**config.mk**
```make
export PLATFORM = sky130hd
export DESIGN_NAME = iob_pcie_rx_ctrl
export DESIGN_NICKNAME = d
export VERILOG_FILES = /design/src/rtl/iob_pcie_pkg.sv /design/src/rtl/iob_pcie_beat_cnt.sv /design/src/rtl/iob_reg.sv /design/src/rtl/iob_pcie_rx_ctrl.sv
export SDC_FILE = /design/constraint.sdc
export NUM_CORES = 1
export LEC_CHECK = 0
export BUFFER_PORTS_ARGS = -buffer_cell sky130_fd_sc_hd__buf_2
export CAP_MARGIN = 20
export CORE_UTILIZATION = 52
export DETAILED_ROUTE_END_ITERATION = 12
export PLACE_DENSITY_LB_ADDON = 0.1
export SLEW_MARGIN = 30
export SYNTH_ARGS = -nofsm -noshare
export SYNTH_HDL_FRONTEND = slang
export SYNTH_SLANG_ARGS = --single-unit
```
**constraint.sdc**
```tcl
create_clock -name clk -period 6 [get_ports clk]
set_input_delay 1.5 -clock clk [delete_from_list [all_inputs] [get_ports clk]]
set_output_delay 1.5 -clock clk [all_outputs]
set_load 0.01 [all_outputs]
```
**src/rtl/iob_pcie_pkg.sv**
```systemverilog
// Shared FSM encoding and beat geometry for the PCIe RX channel controller.
package iob_pcie_pkg;

   typedef enum logic [1:0] {
      ST_IDLE = 2'd0,
      ST_ACK  = 2'd1,
      ST_RECV = 2'd2,
      ST_DONE = 2'd3
   } rx_state_t;

   // One channel beat carries this many CPU words (C_PCI_DATA_WIDTH/DATA_W).
   localparam int BEAT_WORDS = 2;
   localparam int BEAT_SHIFT = $clog2(BEAT_WORDS);

endpackage

```
**src/rtl/iob_pcie_beat_cnt.sv**
```systemverilog
// Remaining-beat counter: loads ceil(len/BEAT_WORDS), decrements per accepted beat.
module iob_pcie_beat_cnt
   import iob_pcie_pkg::*;
#(
   parameter int DATA_W = 32
) (
   input  logic              clk,
   input  logic              rst,
   input  logic              load_i,
   input  logic [DATA_W-1:0] len_i,
   input  logic              dec_i,
   output logic              zero_o,
   output logic              last_o
);

   localparam int CNT_W = DATA_W + 1;

   logic [CNT_W-1:0] cnt_d;
   logic [CNT_W-1:0] cnt_q;
   logic [CNT_W-1:0] load_val_s;

   // One extra bit keeps the rounding add safe for an all-ones length.
   always_comb begin
      load_val_s = ({1'b0, len_i} + CNT_W'(BEAT_WORDS - 1)) >> BEAT_SHIFT;
      if (load_i) begin
         cnt_d = load_val_s;
      end else if (dec_i && (cnt_q != {CNT_W{1'b0}})) begin
         cnt_d = cnt_q - CNT_W'(1);
      end else begin
         cnt_d = cnt_q;
      end
   end

   iob_reg #(.DATA_W(CNT_W)) u_cnt_reg (
      .clk (clk),
      .rst (rst),
      .d_i (cnt_d),
      .q_o (cnt_q)
   );

   assign zero_o = (cnt_q == {CNT_W{1'b0}});
   assign last_o = (cnt_q == CNT_W'(1));

endmodule

```
**src/rtl/iob_reg.sv**
```systemverilog
// Plain D register with synchronous active-high clear to zero.
module iob_reg #(
   parameter int DATA_W = 1
) (
   input  logic              clk,
   input  logic              rst,
   input  logic [DATA_W-1:0] d_i,
   output logic [DATA_W-1:0] q_o
);

   always_ff @(posedge clk) begin
      if (rst) begin
         q_o <= {DATA_W{1'b0}};
      end else begin
         q_o <= d_i;
      end
   end

endmodule

```
**src/rtl/iob_pcie_rx_ctrl.sv**
```systemverilog
// PCIe RX channel to FIFO bridge: handshake, beat counting, truncation detect.
// Optional statistics counters enabled with IOB_PCIE_RX_STAT_EN.
module iob_pcie_rx_ctrl
   import iob_pcie_pkg::*;
#(
   parameter int DATA_W           = 32,
   parameter int C_PCI_DATA_WIDTH = 64
) (
   input  logic                        clk,
   input  logic                        rst,
   input  logic                        PCIE_CHNL_RX_i,
   input  logic                        PCIE_CHNL_RX_LAST_i,
   input  logic [DATA_W-1:0]           PCIE_CHNL_RX_LEN_i,
   input  logic [C_PCI_DATA_WIDTH-1:0] PCIE_CHNL_RX_DATA_i,
   input  logic                        PCIE_CHNL_RX_DATA_VALID_i,
   output logic                        PCIE_CHNL_RX_DATA_REN_o,
   output logic                        PCIE_CHNL_RX_ACK_o,
   output logic [C_PCI_DATA_WIDTH-1:0] FIFO_W_DATA_o,
   output logic                        FIFO_W_EN_o,
   input  logic                        FIFO_W_FULL_i,
   output logic [DATA_W-1:0]           RX_LEN_o,
   output logic                        RX_LAST_o,
   output logic                        BUSY_o,
   output logic                        DONE_o,
   output logic                        ERR_o
`ifdef IOB_PCIE_RX_STAT_EN
   ,
   output logic [DATA_W-1:0]           RX_NTRANS_o,
   output logic [DATA_W-1:0]           RX_NERR_o
`endif
);

   rx_state_t         state_d;
   rx_state_t         state_q;
   logic [1:0]        state_bits_q;
   logic [DATA_W-1:0] rx_len_d;
   logic [DATA_W-1:0] rx_len_q;
   logic              rx_last_d;
   logic              rx_last_q;
   logic              err_d;
   logic              err_q;
   logic              done_d;
   logic              done_q;
   logic              ren_s;
   logic              accept_s;
   logic              cnt_load_s;
   logic              cnt_dec_s;
   logic              cnt_zero_s;
   logic              cnt_last_s;
   logic              err_set_s;

   assign state_q = rx_state_t'(state_bits_q);

   // Next-state and handshake decode.
   always_comb begin
      state_d    = state_q;
      rx_len_d   = rx_len_q;
      rx_last_d  = rx_last_q;
      err_d      = err_q;
      done_d     = 1'b0;
      ren_s      = 1'b0;
      accept_s   = 1'b0;
      cnt_load_s = 1'b0;
      cnt_dec_s  = 1'b0;
      err_set_s  = 1'b0;
      case (state_q)
         ST_IDLE: begin
            if (PCIE_CHNL_RX_i) begin
               rx_len_d  = PCIE_CHNL_RX_LEN_i;
               rx_last_d = PCIE_CHNL_RX_LAST_i;
               err_d     = 1'b0;
               state_d   = ST_ACK;
            end else begin
               state_d = ST_IDLE;
            end
         end
         ST_ACK: begin
            cnt_load_s = 1'b1;
            if (rx_len_q == {DATA_W{1'b0}}) begin
               state_d = ST_DONE;
               done_d  = 1'b1;
            end else begin
               state_d = ST_RECV;
            end
         end
         ST_RECV: begin
            ren_s    = ~FIFO_W_FULL_i;
            accept_s = ren_s & PCIE_CHNL_RX_DATA_VALID_i;
            // An accepted beat takes priority over a dropped request.
            if (accept_s) begin
               cnt_dec_s = 1'b1;
               if (cnt_last_s) begin
                  state_d = ST_DONE;
                  done_d  = 1'b1;
               end else begin
                  state_d = ST_RECV;
               end
            end else if (!PCIE_CHNL_RX_i && !cnt_zero_s) begin
               err_d     = 1'b1;
               err_set_s = 1'b1;
               state_d   = ST_DONE;
               done_d    = 1'b1;
            end else begin
               state_d = ST_RECV;
            end
         end
         ST_DONE: begin
            if (!PCIE_CHNL_RX_i) begin
               state_d = ST_IDLE;
            end else begin
               state_d = ST_DONE;
            end
         end
         default: begin
            state_d = ST_IDLE;
         end
      endcase
   end

   iob_reg #(.DATA_W(2)) u_state_reg (
      .clk (clk),
      .rst (rst),
      .d_i (state_d),
      .q_o (state_bits_q)
   );

   iob_reg #(.DATA_W(DATA_W)) u_len_reg (
      .clk (clk),
      .rst (rst),
      .d_i (rx_len_d),
      .q_o (rx_len_q)
   );

   iob_reg #(.DATA_W(3)) u_flag_reg (
      .clk (clk),
      .rst (rst),
      .d_i ({rx_last_d, err_d, done_d}),
      .q_o ({rx_last_q, err_q, done_q})
   );

   iob_pcie_beat_cnt #(.DATA_W(DATA_W)) u_beat_cnt (
      .clk    (clk),
      .rst    (rst),
      .load_i (cnt_load_s),
      .len_i  (rx_len_q),
      .dec_i  (cnt_dec_s),
      .zero_o (cnt_zero_s),
      .last_o (cnt_last_s)
   );

   assign PCIE_CHNL_RX_DATA_REN_o = ren_s;
   assign PCIE_CHNL_RX_ACK_o      = (state_q == ST_ACK);
   assign FIFO_W_EN_o             = accept_s;
   assign FIFO_W_DATA_o           = PCIE_CHNL_RX_DATA_i;
   assign RX_LEN_o                = rx_len_q;
   assign RX_LAST_o               = rx_last_q;
   assign BUSY_o                  = (state_q != ST_IDLE);
   assign DONE_o                  = done_q;
   assign ERR_o                   = err_q;

`ifdef IOB_PCIE_RX_STAT_EN
   logic [DATA_W-1:0] ntrans_d;
   logic [DATA_W-1:0] ntrans_q;
   logic [DATA_W-1:0] nerr_d;
   logic [DATA_W-1:0] nerr_q;

   // Free-running wrap-around event counters.
   always_comb begin
      ntrans_d = ntrans_q + DATA_W'(done_q);
      nerr_d   = nerr_q + DATA_W'(err_set_s);
   end

   iob_reg #(.DATA_W(DATA_W)) u_ntrans_reg (
      .clk (clk),
      .rst (rst),
      .d_i (ntrans_d),
      .q_o (ntrans_q)
   );

   iob_reg #(.DATA_W(DATA_W)) u_nerr_reg (
      .clk (clk),
      .rst (rst),
      .d_i (nerr_d),
      .q_o (nerr_q)
   );

   assign RX_NTRANS_o = ntrans_q;
   assign RX_NERR_o   = nerr_q;
`else
   logic unused_err_set_s;
   assign unused_err_set_s = err_set_s;
`endif

endmodule

```
# After elaboration in Yosys (flattened, before gate mapping)
# Cells that the tools add are included.
[totals]
input_bits = 102
word_cells = 55
output_inout_bits = 103
regBits = 70
[classes]
addsub = 2
n_eq_ne = 7
mux = 23
n_bitwise = 2
reduce_logical = 14
[op_table]
columns = ["op", "count"]
rows = [
  ["$mux W32", 2],
  ["$add A32 B1 Y33 const B", 1],
  ["$eq A33 B1 Y1 const B", 1],
  ["$logic_not A33 Y1", 1],
  ["$reduce_bool A33 Y1", 1],
  ["$sub A33 B1 Y33 const B", 1],
  ["$logic_not A32 Y1", 1],
  ["$mux W1", 16],
  ["$pmux W2 S4", 1],
  ["$ne A2 B2 Y1 const B", 3],
  ["$reduce_bool A2 Y1", 3],
  ["$eq A2 B2 Y1 const B", 2],
  ["$mux W2", 2],
  ["$pmux W1 S2", 2],
  ["$reduce_and A4 Y1", 1],
  ["$eq A2 B1 Y1 const B", 1],
  ["$logic_and A1 B1 Y1", 2],
  ["$logic_not A1 Y1", 2],
  ["$logic_not A2 Y1", 1],
  ["$reduce_and A2 Y1", 1],
  ["$reduce_or A2 Y1", 1],
  ["$and A1 B1 Y1", 1],
  ["$not A1 Y1", 1],
]

# Logic depth before layout (Yosys ltp)
# Gate-level depths: netlist of run 1.
[depth]
depth_word = 7
mapped_depth = 9
ltp_nobuf = 9

# Cells and area by module
# From an unflattened synthesis of run 1, not the netlist that was laid out.
[unflattened]
hier_cells = 530
hier_area_um2 = 4658.2
[modules_own_cells]
columns = ["module", "n_inst", "area_each_um2", "cells_each", "seq_area_each_um2"]
rows = [
  ["iob_pcie_beat_cnt", 1, 1631.6, 247, 0.0],
  ["iob_pcie_rx_ctrl", 1, 1142.3, 137, 0.0],
  ["iob_reg at u_beat_cnt.u_cnt_reg", 1, 889.6, 69, 660.6],
  ["iob_reg at u_len_reg", 1, 863.3, 67, 640.6],
  ["iob_reg at u_flag_reg", 1, 78.8, 6, 60.1],
  ["iob_reg at u_state_reg", 1, 52.6, 4, 40.0],
]

# Least setup slack after synthesis of run 1
# OpenSTA, ideal clock, no wires.
[synth_timing]
kind = "input to output"
from = "in FIFO_W_FULL_i"
to = "out FIFO_W_EN_o"
setup_slack_ns = 2.415
arrival_ns = 2.085
t_required_ns = 4.500
stages = 3
n_path_buf = 0
cell_sequence = "nand2b_1 -> or2_2 -> inv_1"
[synth_between]
elab_chain_cells = 3
[synth_lines]
columns = ["element", "line", "rtl"]
rows = [
  ["start, declared", "iob_pcie_rx_ctrl.sv:20", "input logic FIFO_W_FULL_i,"],
  ["$not A1 Y1", "iob_pcie_rx_ctrl.sv:87", "ren_s = ~FIFO_W_FULL_i;"],
  ["$and A1 B1 Y1", "iob_pcie_rx_ctrl.sv:88", "accept_s = ren_s & PCIE_CHNL_RX_DATA_VALID_i;"],
  ["$mux W1", "iob_pcie_rx_ctrl.sv:66", "case (state_q)"],
  ["end, declared", "iob_pcie_rx_ctrl.sv:19", "output logic FIFO_W_EN_o,"],
]
# Every way passes these cells.

# Worst setup path in the final report of run 1
# Ends and elaborated chain as after synthesis.

==> reports/results.ini, run 1 <==
[critical_path]
endpoint_kind = output port
crit_arrival_ns = 2.54
path_max_fanout = 12
path_cells = buf_2, nand2b_1, or2_2, inv_1, buf_2
critPathRequiredTime_ns = 4.50
cp_slowest_cell = or2_2
worstSetupStartpointType = input port
path_class = in2out
crit_path_max_incr_delay_ns = 0.40
path_buf_inv = 3
crit_family = simple AND/OR/NAND/NOR gates
path_common_cell = buf_2

[place]
hpwlAfterDp_um = 8287
place_ws_ns = 1.972
placedInstanceArea_um2 = 4471
port_buffers = 76
gp_congestion = 0.8837

[synthesis]
syn_nets = 699
syn_area_um2 = 4533
ys_types = 54
synth_seq_area_share = 0.3091
synth_edf_count = 0
syn-instance-count = 589
synth_seq_cells = 70
synth_area_per_cell_um2 = 7.696
synth_warnings = 0
async_flop_share = 0
synth_ff_type = dfxtp_1

[finish]
synthToLayoutAreaGrowth_pct = 2.981
design_area_um2 = 4668
layout_commonest_cell = nand2_1
drive_gt1_frac = 0.1823
num-nets-final = 693
diodes = 0
layout_common_cells = nand2_1 (93), buf_2 (76), dfxtp_1 (70)

[routing]
route.antenna.remaining_nets = 0
viasPerCell = 5.971
drtIter0Drc = 292
routed-via-count = 4132
routedWlPerCell_um = 16.91
firstDrtPassIters = 5
drc = 0
drt_wl_total_um = 11710

[clocking]
cts_made_buffers = 9
cts_setup_buffers = 0
root_buffer = clkbuf_8
cts_htree_levels = 3
clk_latency_ns = 0.35
cts.sinks = 70
cts_tree = done
cts_resized = 0
cts.reportedPaths.clkPinSlew_ns = 0.07
clock_path_buffers = 2
ctsHoldBuffers = 0

[timing]
period_needed_ns = 4.044
worst_slew_pin_slew_ns = 0.9466
slew_viol_final = 0
finClkSkew_ns = 0.008425
fin_tns_setup_ns = 0
fmax_mhz = 247.3
worst_slack_ns = 1.956
final_hold_viol_count = 0
rsz0062_at_grt = no
finalSetupViolCount = 0
hold_ws_ns = 0.4456
slew_headroom = 0.3631
fin_crit_sh = 0.6739

[global_routing]
grt_start_max_net_pins = 73
overflow = 0
antenna_found_initial = 0
grt_util_all_layers = 0.2688
grt_pass1_wl_um = 18710
grt_pass1_vias = 3669

[power]
p_leak_nw = 1.830
swShare = 0.3434
intPower_uw = 816.7
peakVddDrop_v = 0.0001584
clkPwrFrac = 0.311
p_comb_frac = 0.245
switching_power_uw = 427.1
power_density_nw_per_um2 = 266.4
p_seq_frac = 0.444
power_mw = 1.244

[die]
die_w_um = 95.37
start_util = 0.5435
rows = 33
coreArea_um2 = 8341
dieArea_um2 = 9094
ios = 205
fp.dieH_um = 95.37

[run]
maxCapViolCount = 0

[hold_path]
worstHoldPathType = reg2reg

[run_status]
status = complete, no violations

[metal layers]
layer | up-vias | GRT usage | wire length [µm]
met5 | - | 0 | 0
met4 | 0 | 0.1061 | 278
met3 | 42 | 0.05981 | 787
met2 | 164 | 0.4167 | 5298
met1 | 1916 | 0.3603 | 5340
li1 | 2010 | - | -
[metrics by stage]
step,util,cells
finish,0.5597,692
global route,0.5597,692
CTS,0.5597,692
detailed placement,0.5360,677
global placement,0.5342,677
floorplan,-,589
[synthesized netlist by cell type, types with 2 or more instances]
| cell | number | area share |
|---|---|---|
| or2_2 | 2 | 0.0028 |
| ha_1 | 8 | 0.022 |
| a221oi_1 | 3 | 0.0058 |
| nand4_1 | 17 | 0.023 |
| nand4b_1 | 2 | 0.0039 |
| nand2b_1 | 3 | 0.0041 |
| o21ai_0 | 6 | 0.0066 |
| xnor2_1 | 21 | 0.041 |
| clkbuf_1 | 29 | 0.024 |
| xor2_1 | 22 | 0.043 |
| nor2_1 | 29 | 0.024 |
| a31oi_1 | 5 | 0.0069 |
| and2_1 | 3 | 0.0041 |
| o221ai_1 | 3 | 0.0058 |
| nor4b_1 | 5 | 0.0097 |
| nor4_1 | 16 | 0.022 |
| inv_1 | 14 | 0.012 |
| a2111oi_0 | 3 | 0.0058 |
| a211oi_1 | 9 | 0.015 |
| and4_1 | 2 | 0.0039 |
| buf_4 | 65 | 0.11 |
| or3_1 | 6 | 0.0083 |
| or4_4 | 2 | 0.0050 |
| a311oi_1 | 4 | 0.0077 |
| nor3_1 | 18 | 0.020 |
| a21o_1 | 15 | 0.025 |
| nand3b_1 | 3 | 0.0050 |
| o41ai_1 | 2 | 0.0039 |
| o31ai_1 | 3 | 0.0050 |
| o2bb2ai_1 | 2 | 0.0039 |
| or4_1 | 5 | 0.0083 |
| and3_1 | 8 | 0.011 |
| nand3_1 | 18 | 0.020 |
| a21oi_1 | 54 | 0.060 |
| dfxtp_1 | 70 | 0.31 |
| nand2_1 | 94 | 0.078 |
[logic make-up after synthesis]
group           Yosys count  share of synthesized area
simple gates            239                     0.2677
buf+inv                 110                     0.1466
flops                    70                     0.3091
xor+xnor                 43                    0.08308
fa+ha+maj                 8                    0.02208
compound gates          119                     0.1714
[state kept, by name, summed over array words and instances, names as in the netlist]
name / cells
u_beat_cnt.u_cnt_reg.q_o: 33
u_flag_reg.q_o: 3
u_len_reg.q_o: 32
u_state_reg.q_o: 2
[power groups by stage]
stage               Clock [mW]  Combinational (mW)  Sequential (mW)
floorplan                    0               0.261            0.555
global placement             0               0.293            0.562
detailed placement           0               0.298            0.562
CTS                      0.393               0.301            0.552
global route             0.414               0.338            0.559
finish                   0.387               0.304            0.553
[worst min-delay path, stage by stage, from the launching register on]
cell and delay (ns):
dfxtp_1 0.32, nand2_1 0.06, a31oi_1 0.03
[layout make-up]
cell class / instances / area [µm²]
sequential: 70 / 1401
inverter: 14 / 52.55
fill: 823 / 3672
clock inverter: 5 / 60.06
clock buffer: 10 / 137.6
timing repair buffer: 79 / 402.9
multi-input combinational: 409 / 2482
tap: 105 / 131.4
[path summary, 6_finish.rpt]
path                                              startpoint                            to  slack, ns  depth (start not counted)
worst min-delay path            u_beat_cnt.u_cnt_reg.q_o[32]  u_beat_cnt.u_cnt_reg.q_o[32]       0.45                          2
worst max register to register  u_beat_cnt.u_cnt_reg.q_o[17]   u_beat_cnt.u_cnt_reg.q_o[0]       2.85                          6
worst min register to register  u_beat_cnt.u_cnt_reg.q_o[32]  u_beat_cnt.u_cnt_reg.q_o[32]       0.45                          2
worst max-delay path                           FIFO_W_FULL_i                   FIFO_W_EN_o       1.96                          5
Note: power is estimated with default switching activity, not from simulation.
==> inputs of run 2 (changes only) <==
CORE_UTILIZATION = 48   (was 52)
clock period = 4.2 ns   (was 6 ns; I/O delays follow)
==> run 2 against run 1 <==
  * Hold slack better by 0.0049 ns
  * Worst setup slack worse by 0.90 ns
  * Die area is 8.2% higher
  * Core utilization is 5.0 points lower
  * Sequential cell count stayed put
  * Critical path type unchanged
  * Largest cell class unchanged
==> reports/results.ini, run 2 (synthesis gave the netlist of run 1 again) <==
[timing]
rsz0062_at_grt = no
fin_crit_sh = 0.7486
slew_headroom = 0.3646
finalSetupViolCount = 0
slew_viol_final = 0
period_needed_ns = 3.144
finClkSkew_ns = 0.004000
fin_tns_setup_ns = 0
hold_ws_ns = 0.4506
final_hold_viol_count = 0
worst_slew_pin_slew_ns = 0.9531
fmax_mhz = 318.1

[run_status]
status = complete, no violations

[critical_path]
cp_slowest_cell = or2_2
path_max_fanout = 12
crit_path_max_incr_delay_ns = 0.39
endpoint_kind = output port
path_buf_inv = 3
worstSetupStartpointType = input port
crit_arrival_ns = 2.09
path_common_cell = buf_2
path_cells = buf_2, nand2b_1, or2_2, inv_1, buf_2
critPathRequiredTime_ns = 3.15
path_class = in2out
crit_family = simple AND/OR/NAND/NOR gates

[finish]
largest-register = u_beat_cnt.u_cnt_reg.q_o
layout_common_cells = nand2_1 (93), buf_2 (76), dfxtp_1 (70)
largest_register_ffs = 33
layout_commonest_cell = nand2_1
num-nets-final = 694
top_regs = u_beat_cnt.u_cnt_reg.q_o (33), u_len_reg.q_o (32), u_flag_reg.q_o (3)
synthToLayoutAreaGrowth_pct = 3.340
fin_util = 0.5094
diodes = 0
drive_gt1_frac = 0.1820

[power]
power_density_nw_per_um2 = 378.3
p_leak_nw = 1.846
peakVddDrop_v = 0.0002331

[die]
ios = 205
dieArea_um2 = 9837
rows = 35
start_util = 0.4929
coreArea_um2 = 9196
die_w_um = 99.18
fp.dieH_um = 99.18

[clocking]
cts.reportedPaths.clkPinSlew_ns = 0.07
clk_latency_ns = 0.35
ctsHoldBuffers = 0
cts_htree_levels = 3
cts.sinks = 70
cts_made_buffers = 9
root_buffer = clkbuf_8
clock_path_buffers = 2
cts_setup_buffers = 0
cts_resized = 0
cts_tree = done

[place]
port_buffers = 76
gp_congestion = 0.8855
hpwlAfterDp_um = 8658

[global_routing]
grt_util_all_layers = 0.2508
overflow = 0
grt_start_max_net_pins = 50
grt_pass1_vias = 3757
antenna_found_initial = 0
grt_pass1_wl_um = 19380

[routing]
firstDrtPassIters = 5
route.antenna.remaining_nets = 0
drc = 0
drtIter0Drc = 206
routed-via-count = 4091
drt_wl_total_um = 12100
routedWlPerCell_um = 17.31
viasPerCell = 5.853

[run]
maxCapViolCount = 0

[hold_path]
worstHoldPathType = reg2reg

-- run 2: cell types whose count changed in the layout (fill, tap and decap cells not counted), sizes merged --
cell / previous run / this run
clkbuf: 10 / 11
buf: 79 / 80
clkinv: 3 / 2
-- run 2: worst reg2reg max path, cell delays in order (launching register included) --
cell and delay, ns:
dfxtp_1 0.36, or4_4 0.56, or3_1 0.46, nor4_4 0.70
a21oi_1 0.41, a311oi_1 0.31, a2111oi_0 0.09
-- run 2: where the power goes --
part	internal, mW	switching, mW	total, mW	leakage (nW)
clock network	0.286	0.266	0.551	0.0952
logic	0.163	0.268	0.431	1.18
registers	0.716	0.0746	0.790	0.573
total	1.16	0.608	1.77	1.85
-- run 2: path summary, 6_finish.rpt --
kind / from / to / slack [ns] / cells past startpoint
worst max-delay path: FIFO_W_FULL_i / FIFO_W_EN_o / 1.06 / 5
worst min-delay path: u_beat_cnt.u_cnt_reg.q_o[32] / u_beat_cnt.u_cnt_reg.q_o[32] / 0.45 / 2
worst max register to register: u_beat_cnt.u_cnt_reg.q_o[17] / u_beat_cnt.u_cnt_reg.q_o[13] / 1.17 / 6
worst min register to register: u_beat_cnt.u_cnt_reg.q_o[32] / u_beat_cnt.u_cnt_reg.q_o[32] / 0.45 / 2
-- run 2: stage by stage --
| stage | setup WS [ns] | instances | total power, mW | cell area, µm² |
|---|---|---|---|---|
| 6_report | 1.056 | 699 | 1.772 | 4684 |
| 5_1_grt | 0.9679 | 699 | 1.873 | 4684 |
| 4_1_cts | 1.058 | 699 | 1.782 | 4678 |
| 3_5_place_dp | 1.060 | 684 | 1.228 | 4489 |
| 3_3_place_gp | 1.085 | 684 | 1.224 | 4477 |
| 2_1_floorplan | 1.391 | 589 | 1.166 | 4533 |
-- run 2: cell type report --
type | count | area [µm²]
fill | 948 | 4512
sequential | 70 | 1401
timing repair buffer | 80 | 410.4
clock buffer | 11 | 141.4
inverter | 14 | 52.55
clock inverter | 4 | 47.55
tap | 111 | 138.9
multi-input combinational | 409 | 2492
-- run 2: layer usage --
layer  up-vias  part of all wire  GRT usage
li1       2007                 -          -
met1      1880              0.46     0.3320
met2       159              0.44     0.3852
met3        45             0.065    0.04779
met4         0             0.032     0.1380
met5         -                 0          0
